===== src/rtl/mem_arb_pkg.sv =====
// Shared types and default sizing for the IF/MEM single-port memory arbiter.
//
// Contents:
//   arb_state_e : IDLE (arbitrate a new access) / LONG2 (second byte of a long fetch)
//   owner_e     : tag of the read in flight, used to route mem_rdata one cycle later
//   *_DEF       : default ADDR_W, DATA_W and STARVE_MAX
package mem_arb_pkg;

    localparam int ADDR_W_DEF     = 8;
    localparam int DATA_W_DEF     = 8;
    localparam int STARVE_MAX_DEF = 4;

    typedef enum logic {
        IDLE  = 1'b0,
        LONG2 = 1'b1
    } arb_state_e;

    typedef enum logic [2:0] {
        NONE     = 3'd0,
        DATA     = 3'd1,
        IF1      = 3'd2,
        IF1_LONG = 3'd3,
        IF2      = 3'd4
    } owner_e;

endpackage


===== src/rtl/arb_starve_counter.sv =====
// Starvation guard for the memory arbiter: counts data grants issued while a
// fetch is waiting and flags when the fetch must be forced through.
//
// Ports:
//   clk, rst : clock, asynchronous active-high reset
//   inc      : a data grant was issued while if_req was high
//   clr      : a fetch grant was issued
//   hit      : count has reached STARVE_MAX
module arb_starve_counter #(
    parameter int STARVE_MAX = 4
) (
    input  logic clk,
    input  logic rst,
    input  logic inc,
    input  logic clr,
    output logic hit
);

    localparam int CW = $clog2(STARVE_MAX + 1);

    logic [CW-1:0] count_q;

    // Saturates at STARVE_MAX so a long-held hit cannot wrap back to zero.
    always_ff @(posedge clk or posedge rst) begin
        if (rst) begin
            count_q <= '0;
        end else if (clr) begin
            count_q <= '0;
        end else if (inc && (count_q != CW'(STARVE_MAX))) begin
            count_q <= count_q + 1'b1;
        end
    end

    assign hit = (count_q == CW'(STARVE_MAX));

endmodule


===== src/rtl/mem_port_arbiter.sv =====
// Single-port arbiter between the IF stage and the MEM stage sharing one
// synchronous-read memory. One access per cycle, data has priority, and a
// two-byte (long) fetch is issued atomically over two consecutive cycles.
//
// Optional build macro ARB_STARVE_GUARD_EN: after STARVE_MAX data grants
// with a fetch waiting, the next IDLE cycle grants the fetch instead.
//
// Ports:
//   clk, rst                         : clock, asynchronous active-high reset
//   if_req/if_addr/if_long           : fetch request (held until if_gnt; addr/long held through LONG2)
//   if_gnt, if_rdy, if_instr, if_imm : fetch accept, data-valid pulse, fetched bytes
//   dm_req/dm_we/dm_addr/dm_wdata    : data request (held until dm_gnt)
//   dm_gnt, dm_rdy, dm_rdata         : data accept, completion pulse, read data (0 after write)
//   stall_if                         : fetch requested but not granted this cycle
//   mem_addr/mem_we/mem_wdata        : memory command, combinational from the grant
//   mem_rdata                        : memory read data, valid the cycle after the address
//
// Handshake: a request is a level held until its gnt; gnt is combinational in
// the cycle the access is issued; rdy is a one-cycle pulse in the cycle the
// data is valid, and the data outputs hold until the next rdy on that port.
module mem_port_arbiter
    import mem_arb_pkg::*;
#(
    parameter int ADDR_W     = ADDR_W_DEF,
    parameter int DATA_W     = DATA_W_DEF,
    parameter int STARVE_MAX = STARVE_MAX_DEF
) (
    input  logic              clk,
    input  logic              rst,
    input  logic              if_req,
    input  logic [ADDR_W-1:0] if_addr,
    input  logic              if_long,
    output logic              if_gnt,
    output logic              if_rdy,
    output logic [DATA_W-1:0] if_instr,
    output logic [DATA_W-1:0] if_imm,
    input  logic              dm_req,
    input  logic              dm_we,
    input  logic [ADDR_W-1:0] dm_addr,
    input  logic [DATA_W-1:0] dm_wdata,
    output logic              dm_gnt,
    output logic              dm_rdy,
    output logic [DATA_W-1:0] dm_rdata,
    output logic              stall_if,
    output logic [ADDR_W-1:0] mem_addr,
    output logic              mem_we,
    output logic [DATA_W-1:0] mem_wdata,
    input  logic [DATA_W-1:0] mem_rdata
);

    arb_state_e        state_q, state_d;
    owner_e            owner_q, owner_d;
    logic              wr_q;
    logic [DATA_W-1:0] instr_q, imm_q, rdata_q;
    logic              starve_hit;

`ifdef ARB_STARVE_GUARD_EN
    // dm_gnt is only ever raised in IDLE, so no extra state qualifier needed.
    arb_starve_counter #(
        .STARVE_MAX(STARVE_MAX)
    ) u_starve (
        .clk (clk),
        .rst (rst),
        .inc (dm_gnt & if_req),
        .clr (if_gnt),
        .hit (starve_hit)
    );
`else
    // Strict data priority: the guard never fires.
    assign starve_hit = (STARVE_MAX < 0);
`endif

    // Arbitration and memory command. Everything stays at 0 while rst is high.
    always_comb begin
        state_d   = state_q;
        owner_d   = NONE;
        if_gnt    = 1'b0;
        dm_gnt    = 1'b0;
        mem_addr  = '0;
        mem_we    = 1'b0;
        mem_wdata = '0;
        if (!rst) begin
            if (state_q == LONG2) begin
                // Second byte; wraps modulo 2^ADDR_W through natural truncation.
                mem_addr = if_addr + ADDR_W'(1);
                owner_d  = IF2;
                state_d  = IDLE;
            end else if (if_req && (starve_hit || !dm_req)) begin
                if_gnt   = 1'b1;
                mem_addr = if_addr;
                if (if_long) begin
                    owner_d = IF1_LONG;
                    state_d = LONG2;
                end else begin
                    owner_d = IF1;
                end
            end else if (dm_req) begin
                dm_gnt   = 1'b1;
                mem_addr = dm_addr;
                mem_we   = dm_we;
                owner_d  = DATA;
                if (dm_we) begin
                    mem_wdata = dm_wdata;
                end
            end
        end
    end

    assign stall_if = if_req & ~if_gnt & ~rst;

    always_ff @(posedge clk or posedge rst) begin
        if (rst) begin
            state_q <= IDLE;
            owner_q <= NONE;
            wr_q    <= 1'b0;
            instr_q <= '0;
            imm_q   <= '0;
            rdata_q <= '0;
        end else begin
            state_q <= state_d;
            owner_q <= owner_d;
            wr_q    <= dm_gnt & dm_we;
            // Capture the routed byte so the port outputs hold until the next rdy.
            case (owner_q)
                DATA:     rdata_q <= dm_rdata;
                IF1: begin
                    instr_q <= mem_rdata;
                    imm_q   <= '0;
                end
                IF1_LONG: instr_q <= mem_rdata;
                IF2:      imm_q   <= mem_rdata;
                default:  ;
            endcase
        end
    end

    // Response routing: the owner tag of last cycle's access selects who
    // sees mem_rdata now. A long fetch's opcode was parked in instr_q.
    assign if_rdy   = (owner_q == IF1) || (owner_q == IF2);
    assign dm_rdy   = (owner_q == DATA);
    assign if_instr = (owner_q == IF1) ? mem_rdata : instr_q;
    assign if_imm   = (owner_q == IF2) ? mem_rdata :
                      (owner_q == IF1) ? '0 : imm_q;
    assign dm_rdata = (owner_q != DATA) ? rdata_q :
                      (wr_q ? '0 : mem_rdata);

endmodule

===== config.mk =====
export PLATFORM = sky130hd
export DESIGN_NAME = mem_port_arbiter
export DESIGN_NICKNAME = d
export VERILOG_FILES = /design/src/rtl/mem_arb_pkg.sv /design/src/rtl/arb_starve_counter.sv /design/src/rtl/mem_port_arbiter.sv
export SDC_FILE = /design/constraint.sdc
export NUM_CORES = 1
export LEC_CHECK = 0
export ABC_AREA = 1
export BUFFER_PORTS_ARGS = -buffer_cell sky130_fd_sc_hd__buf_2
export CAP_MARGIN = 20
export CORE_ASPECT_RATIO = 0.8
export CORE_MARGIN = 10
export CORE_UTILIZATION = 42
export DETAILED_ROUTE_END_ITERATION = 8
export PLACE_DENSITY = 0.76
export SYNTH_ARGS = -nofsm -noshare
export SYNTH_HDL_FRONTEND = slang
export SYNTH_SLANG_ARGS = --single-unit

===== constraint.sdc =====
create_clock -name clk -period 1.8 [get_ports clk]
set_input_delay 0.36 -clock clk [delete_from_list [all_inputs] [get_ports clk]]
set_output_delay 0.36 -clock clk [all_outputs]
set_load 0.05 [all_outputs]

==> impl_metrics.toml, run 1 <==
[sta]
skew_ns = 0.006740
tightest_slew_ns = 0.3749
post-route-period-util = 1.042
slew_viol_final = 0
fmax_mhz = 532.9
slew_headroom = 0.7501
period_minus_slack_ns = 1.876
rsz0062_at_grt = "yes"
finalHoldViolCount = 0
setup_violations = 22
worst_slack_ns = -0.07646

[layout]
final_util = 0.7959
multi_input_area_mm2 = 0.001252
nets = 390
diodes = 0
synthToLayoutAreaGrowth_pct = 84.53
layout-drive-gt1-share = 0.5499
seq_area_um2 = 726.9
n_fill_cell = 274
stdcell_area_mm2 = 0.003283

[global_route]
grt_pass1_wl_um = 9625
overflow = 0
grt_max_degree = 31
grt_pass1_vias = 2078
grt.total_usage = 0.1581
antenna_found_initial = 0

[yosys]
ys_seq_area_frac = 0.4079
synth_area_per_cell_um2 = 7.174
synth_nets = 287
synthArstFlopShare = 1.000
synth_edf_count = 0
yosys_warnings = 0
synth_cells = 248
netlist_area_mm2 = 0.001779
synth_seq_cells = 29
yosysUniqueCellTypes = 22
synth_ff_type = "dfrtp_1"

[floorplan]
coreArea_mm2 = 0.004125
fp.dieArea_mm2 = 0.007256
die_w_um = 92.77
io_pins = 84
die_h_um = 78.22
initial_core_util = 0.4313
row_count = 21

[placed_design]
gp_congestion = 0.9296
dpl.hpwl_um = 4099
placed_area_mm2 = 0.002470
io_buffers = 83

[worst_setup_path]
cp-start-kind = "flop"
critPathRequiredTime_ns = 1.44
worst-setup-path-type = "flop to output port"
end_kind = "output port"
cp.arrival_ns = 1.52
crit_fanout = 7

[clock_network]
numCtsBuffers = 5
cts_tree = "yes"
clock_latency_ns = 0.28
cts_sinks = 29
cts_buffer_depth = 2
htree_levels = 2
hold_buffers = 0
cts_root_buf = "clkbuf_8"
path_clk_slew_ns = 0.05

[routing]
drt-pass1-iter-count = 4
ant_nets = 0
num_vias = 2043
wire_per_inst_um = 16.86
first_iter_violations = 85
via_per_inst = 5.007
wl_um = 6877
drc = 0

[run_status]
failed_checks = "setup timing"
outcome = "complete, but fails checks"

[job]
drv_cap = 0

[power]
total_power_mw = 3.022
peakVddDrop_mv = 0.4175
p_leak_nw = 1.576
p_per_area_mw_per_mm2 = 920.6

[min_path]
hp-class = "input pin to flop"
final timing paths:
path	from	end	slack (ns)	cells after the start
worst max-delay path	owner_q[1]	if_imm[2]	-0.08	7
worst min-delay path	dm_req	state_q	0.34	2
worst max register to register	owner_q[1]	instr_q[6]	0.46	7
worst min register to register	instr_q[5]	instr_q[5]	0.52	2
max in group asynchronous	rst	owner_q[2]	1.11	4
min in group asynchronous	rst	instr_q[5]	0.39	4
cells by family (layout without fill, tap and decap cells):
logic type               count (synthesis)  count (layout)  synth area share
AO/OA/AOI/OAI                           69              69            0.2117
buffers and inverters                   49             152            0.1195
flip-flops                              29              29            0.4079
adder cells (fa/ha/maj)                  1               1          0.007031
AND/OR/NAND/NOR                        100             100            0.2539
metal layers:
metal  vias to the layer above  global-route usage  share of wire
li1                       1006                   -              -
met1                       964              0.1873           0.38
met2                        65              0.2629           0.54
met3                         8             0.05513          0.064
met4                         0             0.04923          0.011
met5                         -                   0              0
Yosys cell counts, types with 2 or more instances:
library cell | number | share of area
nand2_1 | 42 | 0.089
inv_1 | 37 | 0.078
o21ai_0 | 32 | 0.090
dfrtp_1 | 29 | 0.41
nor2_1 | 28 | 0.059
nand3_1 | 18 | 0.051
o21ai_1 | 15 | 0.042
a21oi_1 | 13 | 0.037
o21ai_2 | 8 | 0.039
buf_2 | 5 | 0.014
nand3_2 | 4 | 0.023
nor2_2 | 3 | 0.011
buf_4 | 2 | 0.0084
buf_6 | 2 | 0.013
inv_2 | 2 | 0.0042
nand2_2 | 2 | 0.0070
final cells by class:
class                           count  area share
Multi-Input combinational cell    170      0.3815
Timing Repair Buffer              105      0.3011
Sequential cell                    29      0.2214
Inverter                           40     0.04802
Clock buffer                        7     0.02630
Tap cell                           57     0.02172
placed cells by master, fill, tap and decap left out, types with 3 or more instances in the layout:
cell / instances
dfrtp_1: 28
inv_1: 33
nand2_2: 5
nor2_4: 10
inv_2: 4
buf_4: 18
buf_12: 3
nand3_2: 8
o21ai_1: 10
buf_8: 11
clkbuf_8: 6
nor2_1: 15
o21ai_4: 9
nand2_4: 5
a21oi_1: 9
nor2_2: 6
nand3_4: 8
buf_6: 28
o21ai_0: 21
o21ai_2: 15
buf_2: 40
a21oi_2: 4
nand2_1: 33
nand3_1: 6
sequential cells by signal, summed over array words and instances (netlist names):
register	count
wr_q	1
imm_q	8
owner_q	3
instr_q	8
state_q	1
rdata_q	8
where the power goes:
group / total (mW) / internal, mW / switching (mW)
sequential: 0.858 / 0.774 / 0.0841
combinational: 1.63 / 0.611 / 1.02
clock: 0.531 / 0.302 / 0.229
total: 3.02 / 1.69 / 1.34
critical path, stage by stage (launching register included):
cell and delay, ns:
dfrtp_1 0.41, inv_2 0.10, nor2_4 0.05, nand2_4 0.13
buf_12 0.17, nand3_4 0.08, o21ai_2 0.09, buf_6 0.19
per-stage QoR:
step | setup TNS, ns | hold slack [ns] | std cells | setup slack (ns)
after floorplan | -0.3842 | 0.2509 | 248 | -0.1281
after global placement | 0 | 0.4714 | 388 | 0.09998
after detailed placement | 0 | 0.4790 | 388 | 0.06892
after CTS | -0.7701 | 0.3206 | 401 | -0.04550
after global routing | -3.063 | 0.3552 | 408 | -0.1257
final | -0.7118 | 0.3421 | 408 | -0.07646
timing repair:
action	CTS	global route
gates cloned	2	2
endpoints found under the hold margin	0	0
pin swaps	4	2
resized for setup	87	66
setup buffers	4	5
setup endpoints to repair	38	43
(Power assumes the default switching activity.)
==> run 2, diff against run 1 <==
Settings changed: PLACE_DENSITY 0.76 to 0.86.
==> run 2 against run 1 <==
Effect of this change:
- the flow still finishes with violations (setup timing)
- sequential power shrank 1%
- critical endpoint is now dm_rdata[7]
- cell count shrank 0.49%
- clock power grew 1%
- largest cell class unchanged
- combinational power shrank 6%
- clock skew shrank 0.0033 ns
- setup slack gained 0.011 ns
==> impl_metrics.toml, run 2 (synthesized netlist as in run 1, its figures left out) <==
[placed_design]
io_buffers = 83
gp_congestion = 0.8513
dpl.hpwl_um = 4199
preCtsSetupSlack_ns = -0.02777

[clock_network]
htree_levels = 2
cts_buffer_depth = 2
cts_sinks = 29
cts_tree = "yes"
cts_root_buf = "clkbuf_8"
clock_latency_ns = 0.28
numCtsBuffers = 5
path_clk_slew_ns = 0.06

[power]
combPwrFrac = 0.525
power_switching_mw = 1.284
peakVddDrop_mv = 0.5599
power_frac_seq = 0.290
p_leak_nw = 1.517
clkPwrFrac = 0.185
p_sw_frac = 0.4402
p_int_mw = 1.633
p_per_area_mw_per_mm2 = 943.4

[floorplan]
io_pins = 84
fp.dieArea_mm2 = 0.007256
die_w_um = 92.77
coreArea_mm2 = 0.004125
initial_core_util = 0.4313
row_count = 21
die_h_um = 78.22

[global_route]
grt.total_usage = 0.1633
grt_max_degree = 31
grt_pass1_vias = 2041
overflow = 0
antenna_found_initial = 0
grt_pass1_wl_um = 9777

[routing]
drc = 0
wl_um = 6367
ant_nets = 0
num_vias = 2093
wire_per_inst_um = 15.68
drt-pass1-iter-count = 4
first_iter_violations = 112
via_per_inst = 5.155

[worst_setup_path]
worst-setup-path-type = "flop to output port"
crit_buf_inv = 2
crit_chain = "nor3_4 -> buf_12 -> nand3_1 -> o21ai_2 -> buf_6"
critPathRequiredTime_ns = 1.44
cp.arrival_ns = 1.51
critPathMaxStageDelay_ns = 0.42
cp-start-kind = "flop"
rrSetupSlack_ns = 0.54
cp_top_family = "flip-flops"
cpMaxStageDelayCell = "dfrtp_1"
crit_fanout = 12
end_kind = "output port"

[sta]
post-route-period-util = 1.036
rsz0062_at_grt = "yes"
period_minus_slack_ns = 1.866
slew_viol_final = 0
fmax_mhz = 536.0
finalHoldViolCount = 0
worst_slack_ns = -0.06550
setup_violations = 31
tightest_slew_ns = 0.3762
tns_ns = -0.7466
slew_headroom = 0.7492
skew_ns = 0.003429

[min_path]
hp-class = "input pin to flop"

[layout]
synthToLayoutAreaGrowth_pct = 73.77
final_cell_mix = "40 x buf_2, 39 x nand2_1, 35 x buf_6, 33 x inv_1, 28 x dfrtp_1"
layout-drive-gt1-share = 0.5158
nets = 388
final_common_cell = "buf_2"
diodes = 0
reg_top3 = "imm_q: 8 flops, instr_q: 8 flops, rdata_q: 8 flops"

[run_status]
outcome = "complete, but fails checks"
failed_checks = "setup timing"

[job]
drv_cap = 0
[run 2: metal layers]
layer | global-route usage | part of all wire
met1 | 0.1819 | 0.39
met2 | 0.2811 | 0.52
met3 | 0.05894 | 0.070
met4 | 0.05846 | 0.019
met5 | 0 | 0
[run 2: power groups by stage]
stage | clock [mW] | sequential, mW | combinational (mW)
2_1_floorplan | 0 | 0.820 | 0.922
3_3_place_gp | 0 | 0.825 | 1.18
3_5_place_dp | 0 | 0.831 | 1.20
4_1_cts | 0.539 | 0.826 | 1.43
5_1_grt | 0.572 | 0.857 | 1.63
6_report | 0.538 | 0.847 | 1.53
[run 2: final timing paths]
kind | start | to | cells after the start
max | owner_q[1] | dm_rdata[7] | 5
min | if_long | owner_q[0] | 3
max reg2reg | owner_q[1] | imm_q[2] | 7
min reg2reg | instr_q[6] | instr_q[6] | 2
max in group asynchronous | rst | owner_q[2] | 4
min in group asynchronous | rst | rdata_q[3] | 4
[run 2: layout make-up]
class | count | area (µm²)
tap | 57 | 71.32
fill | 280 | 1033
inverter | 40 | 157.7
clock buffer | 7 | 86.33
sequential | 29 | 726.9
multi-input combinational | 170 | 1140
timing repair buffer | 103 | 909.6
[run 2: through the flow]
stage	area, µm²	instances	total power [mW]	hold WS, ns	utilization
floorplan	1941	248	1.742	0.2509	-
global route	3092	406	3.057	0.3812	0.7495
finish	3092	406	2.917	0.3688	0.7495
detailed placement	2470	388	2.032	0.4787	0.5987
global placement	2470	388	2.007	0.4720	0.5987
CTS	2898	401	2.790	0.3625	0.7025
[run 2: tightest hold or removal path: stages]
cell and delay [ns]:
buf_2 0.08, nand3_1 0.09, o21ai_0 0.08
[run 2: repair_timing]
action / CTS / global route
pin swaps: 3 / 2
setup endpoints to repair: 40 / 43
hold buffers: 0 / 0
gates cloned: 1 / 1
gates resized for setup: 86 / 36
setup buffers: 5 / 4
